## config.mk

```make
export PLATFORM = sky130hd
export DESIGN_NAME = fp_div_arbiter
export DESIGN_NICKNAME = d
export VERILOG_FILES = /design/src/rtl/fp_div_arbiter.sv
export SDC_FILE = /design/constraint.sdc
export NUM_CORES = 1
export LEC_CHECK = 0
export ABC_AREA = 1
export CAP_MARGIN = 40
export CORE_AREA = 2 2 167 169
export DETAILED_ROUTE_END_ITERATION = 8
export DIE_AREA = 0 0 169 171
export PLACE_DENSITY = 0.66
export REMOVE_ABC_BUFFERS = 1
export SYNTH_ARGS = -nofsm -noshare
export SYNTH_HDL_FRONTEND = slang
export SYNTH_SLANG_ARGS = --single-unit
```

## constraint.sdc

```tcl
create_clock -name clk_i -period 4.36 [get_ports clk_i]
set_input_delay 0.872 -clock clk_i [delete_from_list [all_inputs] [get_ports clk_i]]
set_output_delay 0.872 -clock clk_i [all_outputs]
set_load 0.02 [all_outputs]
```

## src/rtl/fp_div_arbiter.sv

```systemverilog
// Round-robin arbiter sharing one multi-cycle fp_div among NUM_REQ requesters.
// One division in flight at a time; results return tagged with the requester ID.
module fp_div_arbiter #(
  parameter int NUM_REQ   = 4,
  parameter int FP_WIDTH  = 32,
  parameter int RES_WIDTH = 38,
  parameter int ID_WIDTH  = $clog2(NUM_REQ)
) (
  input  logic                         clk_i,
  input  logic                         reset_i,
  input  logic [NUM_REQ-1:0]           req_valid_i,
  output logic [NUM_REQ-1:0]           req_ready_o,
  input  logic [NUM_REQ*FP_WIDTH-1:0]  req_a_i,
  input  logic [NUM_REQ*FP_WIDTH-1:0]  req_b_i,
  input  logic [NUM_REQ*3-1:0]         req_rnd_i,
  output logic                         rsp_valid_o,
  input  logic                         rsp_ready_i,
  output logic [ID_WIDTH-1:0]          rsp_id_o,
  output logic [RES_WIDTH-1:0]         rsp_result_o,
  output logic [2:0]                   rsp_rnd_o,
  output logic                         rsp_dz_o,
  output logic                         div_start_o,
  output logic [FP_WIDTH-1:0]          div_a_o,
  output logic [FP_WIDTH-1:0]          div_b_o,
  output logic [2:0]                   div_rnd_o,
  input  logic                         div_done_i,
  input  logic [RES_WIDTH-1:0]         div_result_i,
  input  logic                         div_dz_i,
  output logic                         busy_o
);

  typedef enum logic [1:0] {IDLE, ISSUE, WAIT, RESP} state_e;

  state_e                 state_q, state_d;
  logic [ID_WIDTH-1:0]    rr_q, rr_d, id_q, id_d, win;
  logic [FP_WIDTH-1:0]    a_q, a_d, b_q, b_d, a_sel, b_sel;
  logic [2:0]             rnd_q, rnd_d, rnd_sel;
  logic [RES_WIDTH-1:0]   res_q, res_d;
  logic                   dz_q, dz_d;
  logic                   any_vld;
  logic [NUM_REQ-1:0]     grant;
  logic [ID_WIDTH:0]      idx, nxt;

  // Search upward from the RR pointer; one extra bit keeps rr+i from overflowing before the wrap.
  always_comb begin
    any_vld = 1'b0;
    win     = '0;
    grant   = '0;
    idx     = '0;
    for (int i = 0; i < NUM_REQ; i++) begin
      idx = {1'b0, rr_q} + (ID_WIDTH+1)'(i);
      if (idx >= (ID_WIDTH+1)'(NUM_REQ)) idx = idx - (ID_WIDTH+1)'(NUM_REQ);
      if (!any_vld && req_valid_i[idx[ID_WIDTH-1:0]]) begin
        any_vld = 1'b1;
        win     = idx[ID_WIDTH-1:0];
      end
    end
    grant[win] = any_vld;
  end

  always_comb begin
    a_sel   = '0;
    b_sel   = '0;
    rnd_sel = '0;
    for (int k = 0; k < NUM_REQ; k++) begin
      if (win == ID_WIDTH'(k)) begin
        a_sel   = req_a_i[k*FP_WIDTH +: FP_WIDTH];
        b_sel   = req_b_i[k*FP_WIDTH +: FP_WIDTH];
        rnd_sel = req_rnd_i[k*3 +: 3];
      end
    end
    nxt = {1'b0, win} + (ID_WIDTH+1)'(1);
    if (nxt >= (ID_WIDTH+1)'(NUM_REQ)) nxt = '0;
  end

  always_comb begin
    state_d = state_q;
    rr_d    = rr_q;
    id_d    = id_q;
    a_d     = a_q;
    b_d     = b_q;
    rnd_d   = rnd_q;
    res_d   = res_q;
    dz_d    = dz_q;
    case (state_q)
      IDLE: if (any_vld) begin
        a_d     = a_sel;
        b_d     = b_sel;
        rnd_d   = rnd_sel;
        id_d    = win;
        rr_d    = nxt[ID_WIDTH-1:0];
        state_d = ISSUE;
      end
      ISSUE: state_d = WAIT;
      WAIT: if (div_done_i) begin
        res_d   = div_result_i;
        dz_d    = div_dz_i;
        state_d = RESP;
      end
      RESP: if (rsp_ready_i) state_d = IDLE;
      default: state_d = IDLE;
    endcase
  end

  always_ff @(posedge clk_i) begin
    if (!reset_i) begin
      state_q <= IDLE;
      rr_q    <= '0;
      id_q    <= '0;
      a_q     <= '0;
      b_q     <= '0;
      rnd_q   <= '0;
      res_q   <= '0;
      dz_q    <= 1'b0;
    end else begin
      state_q <= state_d;
      rr_q    <= rr_d;
      id_q    <= id_d;
      a_q     <= a_d;
      b_q     <= b_d;
      rnd_q   <= rnd_d;
      res_q   <= res_d;
      dz_q    <= dz_d;
    end
  end

  // Grants are masked while reset is held so no requester sees an accept it cannot get.
  assign req_ready_o  = (state_q == IDLE && reset_i) ? grant : '0;
  assign div_start_o  = (state_q == ISSUE);
  assign rsp_valid_o  = (state_q == RESP);
  assign busy_o       = (state_q != IDLE);
  assign rsp_id_o     = id_q;
  assign rsp_result_o = res_q;
  assign rsp_rnd_o    = rnd_q;
  assign rsp_dz_o     = dz_q;
  assign div_a_o      = a_q;
  assign div_b_o      = b_q;
  assign div_rnd_o    = rnd_q;

endmodule

```

==> results.json <==
{
  "ys_seq_area_frac": 0.344,
  "end_kind": "output pin",
  "synth.area.top_cells": "dfxtp_1, nand2_1, o21ai_0, nor2_1, a21oi_1",
  "wl_per_cell_um": 15.1,
  "synth_fa_ha_area_frac": 0.0173,
  "finish.instance_area_um2": 11400,
  "cp-startpoint": "req_valid_i[2]",
  "reg2regPathDepth": 20,
  "critPathRequiredTime_ns": 3.49,
  "hold_class": "reg2reg",
  "wl_um": 27500,
  "cpPeakStageDelay_ns": 0.60,
  "synth_top_family_by_area": "simple AND/OR/NAND/NOR gates",
  "timing.fmax_mhz": 241,
  "fillCellCount": 2891,
  "synth_cells": 1101,
  "synthFlopType": "dfxtp_1",
  "rsz0062_at_grt": "no",
  "synth_edf_count": 0,
  "fin_crit_sh": 0.952,
  "cts_hold_buffers": 0,
  "hold_violations": 0,
  "p_leak_nw": 5.00,
  "cts_tree": "done",
  "clk_transition_reported_paths_ns": 0.07,
  "die_w_um": 169,
  "routabilityCongestion": 0.914,
  "drive_above_1_share": 0.0324,
  "grt-ovfl-total": 0,
  "fin_tns_setup_ns": 0,
  "setup_viol": 0,
  "path_delay_family": "buffers and inverters",
  "multi_input_area_um2": 3760,
  "synthTopCellsByCount": "nand2_1, nor2_1, o21ai_0, dfxtp_1, a21oi_1",
  "final_nets": 1800,
  "critical_path_class": "in2out",
  "maxCapViolCount": 0,
  "r2r-start": "rr_q[0]$_SDFFE_PN0P_",
  "arrival_ns": 3.28,
  "cts_sinks": 112,
  "synth-simple-area-share": 0.369,
  "ys_warn_count": 0,
  "synth_seq_cells": 112,
  "io_buffers": 432,
  "status": "complete, no violations",
  "synth_most_common_cell": "nand2_1",
  "die_area_um2": 28900,
  "dp_cells": 1811,
  "synth-compound-area-share": 0.190,
  "timing.rr.end": "div_a_o[8]$_SDFFE_PN0P_",
  "synth_top_area_share": 0.344,
  "firstDrtPassIters": 7,
  "ios": 433,
  "cts.repair.resized": 0,
  "cts-root-buf": "clkbuf_16",
  "die_h_um": 171,
  "start_util": 0.238,
  "antenna_found_initial": 0,
  "routed-via-count": 8177,
  "netlist_area_um2": 6510,
  "track_usage": 0.178,
  "start_kind": "input pin",
  "crit_buf_inv": 4,
  "vdd_drop_max_mv": 0.755,
  "stdcell_count": 1827,
  "syn_area_per_cell_um2": 5.92,
  "fp-row-count": 61,
  "viasPerCell": 4.48,
  "insertion_delay_ns": 0.36,
  "fin_util": 0.417,
  "post-route-min-period_ns": 4.15,
  "worst-r2r-setup-slack_ns": 0.92,
  "cts_buffers": 9,
  "grt_max_degree": 70,
  "cts_max_path_buffers": 2,
  "hold_depth": 2,
  "synthXorXnorAreaFrac": 0,
  "synthDistinctLibCells": 22,
  "power.total_w": 0.00953,
  "crit_top_cell": "nand2_1",
  "crit_chain": "clkdlybuf4s50_1 -> nand2_1 -> o21ai_0 -> nand2_1 -> nand2_1 -> nor2_4 -> nand3_4 -> nand2_1 -> nand2_1 -> inv_1 -> ha_2 -> nand3_1 -> inv_1 -> clkdlybuf4s50_1",
  "slew_violations": 0,
  "dp_hpwl_um": 20500,
  "syn_to_final_growth_pct": 74.8,
  "crit_fanout": 6,
  "placed_area_um2": 11100,
  "htreeDepth": 3,
  "cpMaxStageDelayCell": "clkdlybuf4s50_1",
  "grt_pass1_wl_um": 40200,
  "worst_pin_slew_ns": 0.674,
  "cp_num_cells": 14,
  "async_flop_share": 0,
  "max_slew_margin": 0.550,
  "yosysTopAreaCell": "dfxtp_1",
  "cts_setup_buffers": 0,
  "first_global_vias": 7307,
  "drc_errors": 0,
  "coreArea_um2": 27300,
  "crit_end": "req_ready_o[2]",
  "final_antenna_net_count": 0,
  "register_area_um2": 2240,
  "synth.area.mux_share": 0,
  "antenna_cells": 0,
  "skew_ns": 0.0186,
  "power.density_nw_per_um2": 837,
  "drtIter0Drc": 442
}
[area by class of cell]
type | count | area share
Timing Repair Buffer | 447 | 0.396
Multi-Input combinational cell | 877 | 0.331
Sequential cell | 112 | 0.197
Tap cell | 346 | 0.0380
Clock buffer | 9 | 0.0198
Inverter | 29 | 0.00989
Clock inverter | 7 | 0.00868
[worst reg2reg max path, delay by kind of cell (launching register included)]
kind | cells | cell delay (ns)
simple gates | 12 | 1.15
compound gates | 2 | 0.37
flops | 1 | 0.66
fa+ha+maj | 1 | 0.22
buf+inv | 5 | 0.93
[worst min-delay path by stage]
| stage | startpoint | endpoint |
|---|---|---|
| after floorplan | state_q[0]$_SDFFE_PN0P_ | state_q[0]$_SDFFE_PN0P_ |
| after global placement | rsp_id_o[0]$_SDFFE_PN0P_ | rsp_id_o[0]$_SDFFE_PN0P_ |
| after detailed placement | div_b_o[26]$_SDFFE_PN0P_ | div_b_o[26]$_SDFFE_PN0P_ |
| after CTS | rsp_id_o[0]$_SDFFE_PN0P_ | rsp_id_o[0]$_SDFFE_PN0P_ |
| after global routing | div_a_o[24]$_SDFFE_PN0P_ | div_a_o[24]$_SDFFE_PN0P_ |
| final | div_a_o[10]$_SDFFE_PN0P_ | div_a_o[10]$_SDFFE_PN0P_ |
[metrics by stage]
| stage | hold WS (ns) | setup slack [ns] |
|---|---|---|
| 3_5_place_dp | 0.469 | 0.251 |
| 2_1_floorplan | 0.518 | -1.02 |
| 4_1_cts | 0.485 | 0.235 |
| 6_report | 0.481 | 0.209 |
| 3_3_place_gp | 0.459 | 0.331 |
| 5_1_grt | 0.496 | 0.0255 |
[power by group]
part | switching (W) | total (W) | internal [W]
logic | 0.00433 | 0.00707 | 0.00274
registers | 0.000184 | 0.00155 | 0.00137
clock network | 0.000445 | 0.000910 | 0.000466
[registers in the layout, indices dropped and copies added (netlist names)]
signal / flops
rsp_dz_o: 1
rr_q: 2
div_b_o: 32
div_a_o: 32
rsp_result_o: 38
state_q: 2
div_rnd_o: 3
rsp_id_o: 2
[logic make-up (layout without fill, tap and decap cells)]
logic type / Yosys count / in the layout
and+or+nand+nor: 621 / 621
AOI/OAI and AO/OA: 247 / 247
DFF: 112 / 112
buffers and inverters: 112 / 492
adders and majority gates: 9 / 9
[layer usage]
metal | wire [um] | vias to the layer above | track usage
met2 | 13700 | 268 | 0.322
li1 | - | 4234 | -
met1 | 11500 | 3644 | 0.212
met5 | 0 | - | 0
met3 | 1750 | 31 | 0.0405
met4 | 536 | 0 | 0.0479
[placed cells by master, fill, tap and decap left out]
master and count:
clkdlybuf4s50_1 431, nand2_1 381, nor2_1 217, o21ai_0 174
dfxtp_1 112, a21oi_1 71, inv_1 24, nand3_1 10
buf_4 10, clkbuf_16 9, ha_1 7, buf_12 6
inv_2 3, nand2_2 3, nand4_1 3, o21ai_1 2
nand3_2 2, nor2_4 2, clkinv_2 2, ha_2 2
clkinv_8 2, inv_8 2, nand3b_1 1, nand3_4 1
nand2_4 1, inv_4 1, bufinv_16 1, clkinv_4 1
Power figures use the tool's default switching activity.
